File: config.mk
export PLATFORM = sky130hd
export DESIGN_NAME = instreg_queue
export DESIGN_NICKNAME = d
export VERILOG_FILES = /design/src/rtl/instreg_queue.sv
export SDC_FILE = /design/constraint.sdc
export NUM_CORES = 1
export LEC_CHECK = 0
export CORE_MARGIN = 4
export CORE_UTILIZATION = 39
export DETAILED_ROUTE_END_ITERATION = 10
export MAX_ROUTING_LAYER = met4
export PLACE_DENSITY = 0.62
export REMOVE_ABC_BUFFERS = 1
export SETUP_SLACK_MARGIN = 0.02
export SLEW_MARGIN = 20
export SYNTH_ARGS = -nofsm -noshare
export SYNTH_HDL_FRONTEND = slang
export SYNTH_SLANG_ARGS = --single-unit
export TNS_END_PERCENT = 30
File: constraint.sdc
create_clock -name clk -period 1.7 [get_ports clk]
set_clock_uncertainty 0.05 [all_clocks]
set_input_delay 0.17 -clock clk [delete_from_list [all_inputs] [get_ports clk]]
set_output_delay 0.17 -clock clk [all_outputs]
set_load 0.02 [all_outputs]
File: src/rtl/instreg_queue.sv
`default_nettype none
// ============================================================================
//  Module   : instreg_queue
//  Purpose  : DEPTH-entry instruction queue between fetch and decode.
//             Strict FIFO with valid/ready handshakes on both sides, a
//             synchronous flush for branch redirects, and a registered head
//             output (data_out) with its opcode field sliced out for decode.
//  Ports    : clk       - system clock (rising edge)
//             reset     - synchronous active-high reset
//             flush     - synchronous discard of all queued instructions
//             in_valid  - fetch offers data_in
//             in_ready  - queue can accept (count < DEPTH)
//             data_in   - instruction from fetch
//             out_valid - data_out holds a valid head instruction
//             out_ready - decode consumes the head
//             data_out  - registered head instruction
//             opcode    - data_out[WIDTH-1 -: OPW]
//             count     - number of valid entries, 0..DEPTH
//  Revision : 1.0 - initial release
// ============================================================================
module instreg_queue #(
    parameter int WIDTH = 16,
    parameter int DEPTH = 4,
    parameter int OPW   = 4
) (
    input  logic                       clk,
    input  logic                       reset,
    input  logic                       flush,
    input  logic                       in_valid,
    output logic                       in_ready,
    input  logic [WIDTH-1:0]           data_in,
    output logic                       out_valid,
    input  logic                       out_ready,
    output logic [WIDTH-1:0]           data_out,
    output logic [OPW-1:0]             opcode,
    output logic [$clog2(DEPTH):0]     count
);

    localparam int PTR_W = $clog2(DEPTH);
    localparam int CNT_W = PTR_W + 1;
    localparam logic [CNT_W-1:0] C_DEPTH = CNT_W'(DEPTH);
    localparam logic [CNT_W-1:0] C_ONE   = CNT_W'(1);

    // Storage is never reset; entries are only logically invalidated.
    logic [WIDTH-1:0] mem_q [DEPTH];

    logic [PTR_W-1:0] wr_ptr_q, wr_ptr_d;
    logic [PTR_W-1:0] rd_ptr_q, rd_ptr_d;
    logic [PTR_W-1:0] rd_ptr_nxt;
    logic [CNT_W-1:0] count_q,  count_d;
    logic [WIDTH-1:0] data_out_q, data_out_d;

    logic push;
    logic pop;

    // Handshake flags depend on registered count only, so in_ready never
    // combinationally depends on out_ready.
    assign in_ready  = (count_q < C_DEPTH);
    assign out_valid = (count_q != '0);
    assign push      = in_valid & in_ready;
    assign pop       = out_valid & out_ready;

    // Pointers wrap for free because DEPTH is a power of two.
    assign rd_ptr_nxt = rd_ptr_q + 1'b1;

    assign data_out = data_out_q;
    assign opcode   = data_out_q[WIDTH-1 -: OPW];
    assign count    = count_q;

    always_comb begin
        wr_ptr_d   = wr_ptr_q;
        rd_ptr_d   = rd_ptr_q;
        count_d    = count_q;
        data_out_d = data_out_q;

        if (flush) begin
            // Same-cycle push/pop are dropped; the head value is kept visible.
            wr_ptr_d = '0;
            rd_ptr_d = '0;
            count_d  = '0;
        end else begin
            if (push) begin
                wr_ptr_d = wr_ptr_q + 1'b1;
            end
            if (pop) begin
                rd_ptr_d = rd_ptr_nxt;
            end

            unique case ({push, pop})
                2'b10:   count_d = count_q + C_ONE;
                2'b01:   count_d = count_q - C_ONE;
                default: count_d = count_q;
            endcase

            // Head register mirrors mem_q[rd_ptr]. When the next head is not
            // yet in storage (queue empty, or only the popped entry left) it
            // comes straight from data_in, still one cycle after the push.
            if (pop && (count_q > C_ONE)) begin
                data_out_d = mem_q[rd_ptr_nxt];
            end else if (push && ((count_q == '0) || pop)) begin
                data_out_d = data_in;
            end
        end
    end

    always_ff @(posedge clk) begin
        if (reset) begin
            wr_ptr_q   <= '0;
            rd_ptr_q   <= '0;
            count_q    <= '0;
            data_out_q <= '0;
        end else begin
            wr_ptr_q   <= wr_ptr_d;
            rd_ptr_q   <= rd_ptr_d;
            count_q    <= count_d;
            data_out_q <= data_out_d;
        end
    end

    always_ff @(posedge clk) begin
        if (!reset && !flush && push) begin
            mem_q[wr_ptr_q] <= data_in;
        end
    end

endmodule
`default_nettype wire
==> metrics, run 1 <==
Sink Count 87; post-synth top area cell edfxtp_1; root buf cell clkbuf_8; largest family of logic cells by synthesized area multiplexers; Post-Synth Simple-Gate Area 0.0295; Synth Area in Compound Gates 0.0684; Worst-Margin Slew 321 ps; DRC 0; Critical Path RT roughly 1900 ps; die area 10700 sq um; syn_area_per_cell 16.4 sq um; area grow syn2layout 32.3%; largest net degree at the start of global routing 17; Hold Path Class in -> reg; Layout Nets 324; Final Hold Viols 0; Placement Rows 34; cells after synthesis 218; first-pass GRT wire length ~12000 um; status finished, final reports clean; Synth area leaders edfxtp_1, dfxtp_1, mux4_2, mux2i_1, mux4_1; fillcell total between 700 and 800; number of buffers created by CTS 9; Final Critical Period approximately 1600 ps; clock transition at the registers of the reported paths 80 ps; share of synthesized registers carrying an async set or reset 0; final setup margin 56.1 ps; PwrDens approximately 930 nW/um^2; Synthesis Warnings 0; post-synthesis adder-cell area fraction 0.0316; via count 2072; placed instance area ~4300 sq um; Max Clk Rate 0.608 GHz; XOR/XNOR share of the synthesized area 0.0123; fin crit share 0.967; Longest Clk Path Bufs 2; number of synthesized register bits 87; top cell type's share of synthesized area 0.539; post-synthesis mux area share 0.152; initial antenna violation count 0; startpoint types flip-flop; MaxCap Viol Count 0; Worst Hold Depth 1; maximum vdd ir drop a little over 500 uV; Core Box Area 8810 sq um; DRT iter0 DRCs 89; Leakage 1.75 nW; WL/cell 17.3 um; DR pass1 iterations 5; Arr. time, crit path 1830 ps; CTS tree yes; post-synth design cell area around 3600 sq um; # port buffers 45; Routed WL about 7100 um; Die Width 104 um; share of cells above drive strength 1 0.264; RSZ-0062 raised after global routing true; Initial Utilization 0.405; I/O pin count 46; Synth Flop Type edfxtp_1; Critical Path Sink Type flip-flop; Setup violations, final 0; Placement Setup Slack -69.5 ps; gpl congestion 0.789; vias in the first global route 2176; H-tree levels 3; grt total ovfl 0; hpwl dp 4680 um; Worst-Skew Late Latency 350 ps; Tot GR Track Use 0.141; crit-path max FO 8; Routed Antenna Nets 0; worst hold slack approximately 450 ps; FF-to-FF path depth 8; Final Max Tran Viols 0; die height 104 um; slew margin rel. 0.786; # diodes 0; number of synthesized flops with an enable pin 64; routed vias/inst roughly 5; Seq/Total Area, Yosys 0.668; post-route cell area 4720 sq um; Distinct cells, synth 29; Worst Path Class, Setup reg -> reg
-- worst max-delay path, stage by stage, from the launching register on --
cell	delay, ps
dfxtp_2	340
buf_6	100
buf_6	100
nor2_4	40
o31ai_4	350
nand2_4	120
buf_12	170
mux2i_2	180
a21oi_1	80
-- power by group --
part	internal [W]	switching, W
registers	0.00233	0.0000250
clock network	0.000862	0.000673
logic	0.000266	0.000256
-- registers in the layout (all words and copies together), names as in the netlist --
register,cells
count,3
data_out,16
mem_q,64
rd_ptr_q,2
wr_ptr_q,2
-- through the flow --
step / util / instances / setup TNS, ps / total power (W)
6_report: 0.536 / 407 / 0 / 0.00441
3_5_place_dp: 0.493 / 387 / -652 / 0.00286
2_1_floorplan: - / 203 / -7060 / 0.00260
4_1_cts: 0.523 / 404 / 0 / 0.00441
5_1_grt: 0.536 / 407 / -188 / 0.00461
3_3_place_gp: 0.493 / 387 / -183 / 0.00286
-- cell usage in the layout (no fill, tap or decap), types with 2 or more instances in the layout --
cell type and count:
buf_12 5, buf_6 3, buf_4 25, a21oi_2 3
mux2i_1 12, dlygate4sd2_1 3, a21oi_1 15, nor2_1 8
nand2_1 2, mux4_1 6, mux4_2 10, clkbuf_1 2
inv_1 6, o21ai_1 11, mux2i_2 3, ha_4 2
inv_2 2, dfxtp_1 21, dfxtp_2 2, clkdlybuf4s50_1 41
xor2_1 3, bufinv_16 2, clkbuf_8 10, edfxtp_1 64
xnor2_1 2, o21ai_0 6, ha_1 6, and3_1 4
-- logic make-up after synthesis --
family,Yosys count
flops,87
compound gates,42
mux,32
buf+inv,23
simple gates,20
fa+ha+maj,9
xor+xnor,5
-- layer usage --
metal | vias up | track usage | part of all wire
li1 | 987 | - | -
met1 | 1035 | 0.171 | 0.44
met2 | 45 | 0.234 | 0.52
met3 | 5 | 0.0379 | 0.035
met4 | 0 | 0.0399 | 0.011
met5 | - | - | 0
-- worst paths after layout --
path / from / end / slack [ps]
max: count[0] / data_out[7] / 60
min: data_in[4] / mem_q[1][4] / 450
max reg2reg: count[0] / data_out[7] / 60
min reg2reg: data_out[8] / data_out[8] / 470
-- Yosys cell counts (2+ instances only) --
cell type	instances
buf_4	6
o21a_1	2
and3_1	4
nand2_1	2
buf_6	3
mux2i_1	16
buf_2	3
a21oi_1	19
nor2_1	9
o21ai_0	17
mux4_1	6
dfxtp_1	23
clkbuf_1	2
mux4_2	10
xnor2_1	2
edfxtp_1	64
inv_1	8
ha_1	9
xor2_1	3
-- cell type report --
type / instances / area, sq um / area share
clock buffer: 12 / 145 / 0.0308
tap: 108 / 135 / 0.0286
clock inverter: 4 / 68.8 / 0.0146
inverter: 8 / 30.0 / 0.00637
multi-input combinational: 108 / 1140 / 0.242
timing repair buffer: 80 / 811 / 0.172
sequential: 87 / 2380 / 0.506
-- timing repair --
action                     4_1_cts  5_1_grt
cloned                           1        1
buffers inserted                 0        3
hold buffers                     0        0
pin swaps                        1       14
gates resized for setup         12       33
setup endpoints to repair       21       20
(Power assumes the default switching activity.)
==> inputs of run 2 (changes only) <==
==> constraint.sdc (replaced) <==
create_clock -name clk -period 1.7 [get_ports clk]
set_clock_uncertainty 0.05 [all_clocks]
set_input_delay 0.34 -clock clk [delete_from_list [all_inputs] [get_ports clk]]
set_output_delay 0.34 -clock clk [all_outputs]
set_load 0.02 [all_outputs]
==> metrics, run 2 (synthesized netlist as in run 1, its figures left out) <==
vias in the first global route 2218; Critical Path RT 1890 ps; DR pass1 iterations 4; Worst-Skew Late Latency between 300 and 400 ps; Tot GR Track Use 0.149; clock transition at the registers of the reported paths 80 ps; commonest non-fill, non-tap cell in the layout edfxtp_1; MaxCap Viol Count 0; fin crit share 1.01; PwrDens 949 nW/um^2; post-layout util 0.546; via count 2093; crit path from count[1]; Longest Clk Path Bufs 2; Worst-Margin Slew 319 ps; crit-path max FO 7; Routed Antenna Nets 0; Layout Nets 329; area of the multi-input gates 1130 sq um; most frequent cells in the layout edfxtp_1, dlygate4sd2_1, buf_4; DRC 0; # diodes 0; Final Critical Period 1720 ps; final setup margin -24.9 ps; Top reg by flops mem_q; Routed WL approximately 7500 um; share of cells above drive strength 1 0.273; slew margin rel. 0.787; Arr. time, crit path between 1500 and 2000 ps; # port buffers 45; Final Hold Viols 0; root buf cell clkbuf_8; Core Box Area 8810 sq um; grt total ovfl 0; register area 2380 sq um; routed vias/inst 5.08; Hold Crit Start data_out[11]; CTS tree yes; status complete, but fails checks; Max Clk Rate 0.580 GHz; reg2reg start count[1]; largest net degree at the start of global routing 17; maximum vdd ir drop 503 uV; RSZ-0062 raised after global routing true; gpl congestion 0.761; Leakage 1.87 nW; Die Width ~100 um; Final Max Tran Viols 0; FF-to-FF path depth 8; I/O pin count 46; Worst Path Class, Setup reg -> reg; startpoint types flip-flop; WL/cell 18.2 um; fillcell total around 740; number of buffers created by CTS 9; initial antenna violation count 0; die height 104 um; CTS Hold Bufs 0; hpwl dp 4660 um; Sink Count just under 90; H-tree levels 3; Hold Path Class reg -> reg; Critical Path Sink Type flip-flop; setup tns final -136 ps; failing checks negative setup slack; area grow syn2layout 34.8%; die area 10700 sq um; Initial Utilization 0.405; Worst Hold Depth 2; Placement Rows 34; DRT iter0 DRCs approximately 110; first-pass GRT wire length ~12000 um; max reg flops 64; Setup violations, final 11
==> run 2: final cells by class <==
class                      instances  area share
multi-input combinational        108       0.234
timing repair buffer              85       0.186
inverter                           8     0.00677
clock inverter                     6      0.0226
sequential                        87       0.496
clock buffer                      10      0.0265
tap                              108      0.0281
==> run 2: critical path, stage by stage (launching register included) <==
cell and delay (ps):
dfxtp_2 370, inv_4 60, ha_4 180, o31ai_4 330
o21a_4 230, buf_6 130, buf_12 100, buf_16 110
a21oi_1 60
==> run 2: report_power, final <==
group | internal (W) | switching, W
registers | 0.00233 | 0.0000248
logic | 0.000268 | 0.000267
clock network | 0.000971 | 0.000703
total | 0.00357 | 0.000994
==> run 2: path summary, 6_finish.rpt <==
path / endpoint / slack [ps]
max: data_out[2] / -20
min: data_out[11] / 480
max reg2reg: data_out[2] / -20
min reg2reg: data_out[11] / 480
==> run 2: layer usage <==
metal	track usage	vias to the layer above	routed length, um
met2	0.247	54	3900
li1	-	998	-
met3	0.0398	5	350
met1	0.184	1036	3160
met5	-	-	0
met4	0.0399	0	83
==> run 2: repair_timing <==
item | 4_1_cts | 5_1_grt
gates cloned | 3 | 1
gates resized for setup | 45 | 18
buffers inserted | 5 | 1
pin swaps | 8 | 10
endpoints found under the setup margin | 44 | 22
==> run 2: through the flow <==
step	power [W]	instance area, sq um	hold slack (ps)	setup slack (ps)	cells
global route	0.00474	4810	509	-109	412
global placement	0.00286	4350	469	-206	388
floorplan	0.00260	3460	389	-420	203
finish	0.00456	4810	476	-24.9	412
CTS	0.00461	4780	488	-39.8	412
detailed placement	0.00287	4350	477	-258	388
==> patch 1, RTL diff (settings of run 2) <==
`data_out_q` no longer has a reset.
--- a/src/rtl/instreg_queue.sv
+++ b/src/rtl/instreg_queue.sv
@@ -109,11 +109,13 @@
             rd_ptr_q   <= '0;
             count_q    <= '0;
-            data_out_q <= '0;
         end else begin
             wr_ptr_q   <= wr_ptr_d;
             rd_ptr_q   <= rd_ptr_d;
             count_q    <= count_d;
-            data_out_q <= data_out_d;
         end
+    end
+
+    always_ff @(posedge clk) begin
+        data_out_q <= data_out_d;
     end
 
Behaviour: not the same (Yosys sat finds a counterexample within 4 cycles, from zero or initial values and one cycle with reset high).
==> patch 1 against run 2 <==
- the flow still finishes with violations (setup timing)
- wire length fell by 17%
- total power decreased by 12%
- hold slack improved by 0.011 ns
- via count fell by 15%
- critical path depth shrank 2
- worst setup slack worse by 0.082 ns
- sequential power grew 2%
- synthesized area is 0.35% higher
- maximum frequency decreased by 4.5%
- design area is 4.5% lower
- sequential cell count unchanged
- critical endpoint is now data_out[0]$_DFFE_PP_
- highest routed layer unchanged
==> patch 1: results (changes against run 2) <==
• **Synth area leaders** edfxtp_1, mux4_2, mux4_1, dfxtp_1, mux2_4, was edfxtp_1, dfxtp_1, mux4_2, mux2i_1, mux4_1
• **Placer Congestion** 0.784, was 0.761
• **number of filler cells placed in the layout** 702, was 741
• **insertion delay of the later-clocked pin in the worst-skew pair** 0.35 ns, about the same
• **per-cell via count in the routed design** 4.96, was 5.08
• **routed length per instance** 17.3 um, was 18.2 um
• **Hold Worst Slack** 0.487 ns, was 0.476 ns
• **clock-pin transition on the worst setup and hold timing paths** 0.08 ns, about the same
• **end of the worst register-to-register path** data_out[0]$_DFFE_PP_, was data_out[2]$_SDFFE_PP0P_
• **share of final-layout standard cells stronger than drive strength 1** 0.312, was 0.273
• **status** finished with violations, unchanged
• **Largest register FFs** 64, unchanged
• **most instantiated library cell after synthesis** edfxtp_1, unchanged
• **end of the worst hold path** count[2]$_SDFFE_PP0P_, was data_out[11]$_SDFFE_PP0P_
• **logic depth of the worst register-to-register path** 6, was 8
• **number of DRC markers after the initial detailed-route iteration** 56, was 112
• **final setup TNS** -1.53 ns, was -0.136 ns
• **global-route wire length before repair** 9960 um, was 12000 um
• **slew at the pin closest to its max-slew limit** 0.252 ns, was 0.319 ns
• **floorplan die width** 104 um, about the same
• **global routing usage summed across all routing layers** 0.126, was 0.149
• **leading cell types by count after synthesis** edfxtp_1, ha_1, mux2_4, mux4_2, nor2_1, was edfxtp_1, dfxtp_1, a21oi_1, o21ai_0, mux2i_1
• **first drt pass iteration count** 4, unchanged
• **number of unique standard cell types used by synthesis** 29, unchanged
• **Finish-stage setup viols** 16, was 11
• **violated checks** setup timing, unchanged
• **final HPWL from detailed placement** 3830 um, was 4660 um
• **Post-DRT Antenna Nets** 0, unchanged
• **sequential share of the synthesized area** 0.710, was 0.668
• **Post-synth EDFFs** 80, was 64
• **hold path startpoint** count[2]$_SDFFE_PP0P_, was data_out[11]$_SDFFE_PP0P_
• **worst hold path stage count** 2, unchanged
• **via count of the first global-routing pass** 1876, was 2218
• **Final Worst Setup Slack** -0.107 ns, was -0.0249 ns
• **Critical Path Start** count[1]$_SDFFE_PP0P_, unchanged
• **flop-to-flop setup slack** -0.11 ns, was -0.02 ns
• **signal arrival time at the worst endpoint** 1.86 ns, was 1.92 ns
• **final net count** 277, was 329
• **highest ir drop seen on vdd** 0.378 mV, was 0.503 mV
• **quantity of I/O buffers inserted on ports** 45, unchanged
• **crit path max fanout** 8, was 7
• **Post-Place Setup Slack** -0.263 ns, was -0.258 ns
• **static power due to leakage** 1.62 nW, was 1.87 nW
• **Hold Path Class** reg -> reg, unchanged
patch 1: kinds of logic after synthesis:
logic type	Yosys count	share of synthesized area
AND/OR/NAND/NOR	18	0.0255
XOR/XNOR	5	0.0122
buffers and inverters	18	0.0336
adder cells (fa/ha/maj)	9	0.0315
flip-flops	87	0.710
multiplexers	33	0.171
AO/OA/AOI/OAI	9	0.0161
patch 1: how the worst max path moves through the flow:
stage	end	slack (ns)	cells past startpoint
finish	data_out[0]$_DFFE_PP_	-0.11	6
global route	data_out[0]$_DFFE_PP_	-0.14	6
CTS	data_out[0]$_DFFE_PP_	-0.13	6
detailed placement	count[2]$_SDFFE_PP0P_	-0.26	7
global placement	data_out[0]$_DFFE_PP_	-0.25	6
floorplan	data_out[0]$_DFFE_PP_	-0.70	5
patch 1: stage by stage:
step	total power, W	area [um2]	utilization	instances
after floorplan	0.00262	3480	-	167
after global placement	0.00284	4340	0.492	342
after detailed placement	0.00284	4340	0.492	342
after CTS	0.00404	4540	0.516	357
after global routing	0.00418	4590	0.521	358
final	0.00399	4590	0.521	358
patch 1: timing repair:
action,CTS,global route
pin swaps,2,3
setup endpoints to repair,59,37
gates resized for setup,47,10
buffers inserted,0,1
hold buffers,0,0
gates cloned,1,0
patch 1: where the power goes:
| group | switching [W] | internal (W) |
|---|---|---|
| clock network | 0.000678 | 0.000504 |
| logic | 0.000191 | 0.000216 |
| registers | 0.0000174 | 0.00239 |
| total | 0.000887 | 0.00311 |
patch 1: critical path, cell delays in order (launching register included):
cell and delay [ns]:
dfxtp_2 0.36, inv_4 0.06, ha_4 0.16, a211oi_4 0.27
o21a_4 0.22, buf_12 0.16, mux2_4 0.30
patch 1: layout make-up:
class / count / area, um2 / share of cell area
inverter: 6 / 27.5 / 0.00600
timing repair buffer: 69 / 728 / 0.159
multi-input combinational: 74 / 998 / 0.218
tap: 108 / 135 / 0.0294
clock inverter: 5 / 27.5 / 0.00600
sequential: 87 / 2550 / 0.555
clock buffer: 9 / 124 / 0.0270
patch 1: per-layer routing:
| metal | global-route usage | vias to the layer above | share of wire |
|---|---|---|---|
| met2 | 0.205 | 47 | 0.51 |
| met1 | 0.149 | 889 | 0.43 |
| li1 | - | 835 | - |
| met4 | 0.0285 | 0 | 0.0077 |
| met3 | 0.0485 | 6 | 0.049 |
| met5 | - | - | 0 |
==> patch 2, RTL diff (config.mk and constraints of run 2) <==
Made on the original files. `WIDTH`: 16 -> 14.
--- a/src/rtl/instreg_queue.sv
+++ b/src/rtl/instreg_queue.sv
@@ -20,5 +20,5 @@
 // ============================================================================
 module instreg_queue #(
-    parameter int WIDTH = 16,
+    parameter int WIDTH = 14,
     parameter int DEPTH = 4,
     parameter int OPW   = 4
Interface: changed (resized data_in and data_out); port bits go from 46 to 42. No check against the original RTL was run, so the function may have changed too.
==> patch 2 against run 2 <==
- the flow still finishes with violations (setup timing)
- hold slack got worse by 0.038 ns
- design area fell by 8.4%
- sequential power fell by 11%
- die area fell by 7.5%
- total power fell by 13%
- worst setup slack improved by 0.018 ns
- combinational power fell by 4.9%
- wire length fell by 9.8%
- sequential cell count fell by 10
- first-iteration DRC count rose by 8.9%
- non-clock buffer count fell by 4
- critical path depth fell by 1
- synthesized area fell by 8.1%
- count of clock-buffer cells in the layout did not move
==> patch 2: results (changes against run 2) <==
• **status** finished with violations, unchanged
• **violated checks** setup timing, unchanged
• **highest ir drop seen on vdd** 0.455 mV, was 0.503 mV
• **DR WL met2** 3440 um, was 3900 um
• **Detailed Route WL** 6760 um, was 7490 um
• **end of the worst register-to-register path** data_out[9]$_SDFFE_PP0P_, was data_out[2]$_SDFFE_PP0P_
• **number of unique standard cell types used by synthesis** 34, was 29
• **logic depth of the worst register-to-register path** 7, was 8
• **global-route wire length before repair** 10600 um, was 12000 um
• **Final Worst Setup Slack** -0.00706 ns, was -0.0249 ns
• **total via count in the routed design** 1977, was 2093
• **static power due to leakage** 1.64 nW, was 1.87 nW
• **CP max stage cell** dfxtp_4, was dfxtp_2
• **quantity of I/O buffers inserted on ports** 41, was 45
• **Finish-stage setup viols** 4, was 11
• **hold path startpoint** data_out[4]$_SDFFE_PP0P_, was data_out[11]$_SDFFE_PP0P_
• **largest net degree at the start of global routing** 15, was 17
• **sequential share of the synthesized area** 0.641, was 0.668
• **signal arrival time at the worst endpoint** 1.93 ns
• **final HPWL from detailed placement** 4460 um, was 4660 um
• **uppermost layer routed** met4, unchanged
• **per-cell via count in the routed design** 4.94, was 5.08
• **FF-to-FF Start** count[0]$_SDFFE_PP0P_, was count[1]$_SDFFE_PP0P_
• **slew at the pin closest to its max-slew limit** 0.230 ns, was 0.319 ns
• **Async S/R FF share, synth** 0, unchanged
• **Syn Inst Count** 214, was 218
• **standard cell area after detailed placement** 3990 um2, was 4350 um2
• **DRT met1 WL** 2980 um, was 3160 um
• **Post-synth EDFFs** 56, was 64
• **Synth area leaders** edfxtp_1, dfxtp_1, mux4_2, ha_1, a311oi_2, was edfxtp_1, dfxtp_1, mux4_2, mux2i_1, mux4_1
• **final setup TNS** -0.0162 ns, was -0.136 ns
• **end of the worst hold path** data_out[4]$_SDFFE_PP0P_, was data_out[11]$_SDFFE_PP0P_
• **placed cell count** 376, was 388
• **leading cell types by count after synthesis** edfxtp_1, nand2_1, nor2_1, dfxtp_1, mux4_2, was edfxtp_1, dfxtp_1, a21oi_1, o21ai_0, mux2i_1
• **Placer Congestion** 0.766, was 0.761
• **Largest register FFs** 56, was 64
• **Max stage delay on crit path** 0.39 ns, was 0.37 ns
• **number of DRC markers after the initial detailed-route iteration** 122, was 112
patch 2: cell count changes in the layout (fill, tap and decap cells not counted), sizes merged, moves of 3 or more:
cell,delta
nand2,+25
a21oi,-17
a311oi,+13
nor2,+15
edfxtp,-8
dlygate4sd2,-3
mux2i,-14
o21ai,-16
patch 2: routing by layer:
layer / vias to the layer above / global-route usage
li1: 947 / -
met1: 978 / 0.184
met2: 50 / 0.234
met3: 2 / 0.0435
met4: 0 / 0.0347
met5: - / -
patch 2: timing repair:
item / 4_1_cts / 5_1_grt
setup buffers: 7 / 2
setup endpoints to repair: 40 / 16
hold buffers: 0 / 0
hold endpoints to repair: 0 / 0
resized for setup: 54 / 21
pin swaps: 14 / 11
gates cloned: 2 / 0
patch 2: power by group:
part | switching (W) | internal (W) | total [W]
Combinational | 0.000259 | 0.000250 | 0.000509
Clock | 0.000693 | 0.000691 | 0.00138
Sequential | 0.0000280 | 0.00206 | 0.00209
Total | 0.000980 | 0.00300 | 0.00398
patch 2: area by class of cell:
class	instances	area share
Timing Repair Buffer	81	0.184
Multi-Input combinational cell	114	0.256
Sequential cell	77	0.479
Clock buffer	10	0.0290
Inverter	7	0.00654
Clock inverter	6	0.0165
Tap cell	105	0.0298
patch 2: worst max-delay path by stage:
stage	startpoint	end	slack [ns]	cells past startpoint
6_report	count[0]$_SDFFE_PP0P_	data_out[9]$_SDFFE_PP0P_	-0.007	7
5_1_grt	count[1]$_SDFFE_PP0P_	data_out[9]$_SDFFE_PP0P_	-0.09	7
4_1_cts	count[0]$_SDFFE_PP0P_	data_out[0]$_SDFFE_PP0P_	-0.07	8
3_5_place_dp	in_valid	count[2]$_SDFFE_PP0P_	-0.32	7
3_3_place_gp	in_valid	count[2]$_SDFFE_PP0P_	-0.26	6
2_1_floorplan	count[0]$_SDFFE_PP0P_	data_out[0]$_SDFFE_PP0P_	-0.64	6
patch 2: cell families (layout without fill, tap and decap cells):
logic type | Yosys count | after routing | synth area share
AOI/OAI and AO/OA | 20 | 20 | 0.0672
xor gates and xnor gates | 5 | 5 | 0.0134
adders and majority gates | 9 | 9 | 0.0344
buffers and inverters | 23 | 104 | 0.0531
DFF | 77 | 77 | 0.641
muxes | 16 | 16 | 0.107
and+or+nand+nor | 64 | 64 | 0.0836
patch 2: metrics by stage:
stage / hold slack (ns) / utilization / worst slack [ns]
floorplan: 0.358 / - / -0.643
global placement: 0.437 / 0.488 / -0.262
detailed placement: 0.442 / 0.488 / -0.321
CTS: 0.442 / 0.535 / -0.0693
global route: 0.466 / 0.538 / -0.0854
finish: 0.438 / 0.538 / -0.00706
patch 2: critical path, delay by kind of cell, from the launching register on:
family	cells	cell delay, ns
compound gates	2	0.52
simple gates	1	0.18
buf+inv	3	0.32
flops	1	0.39
fa+ha+maj	1	0.17
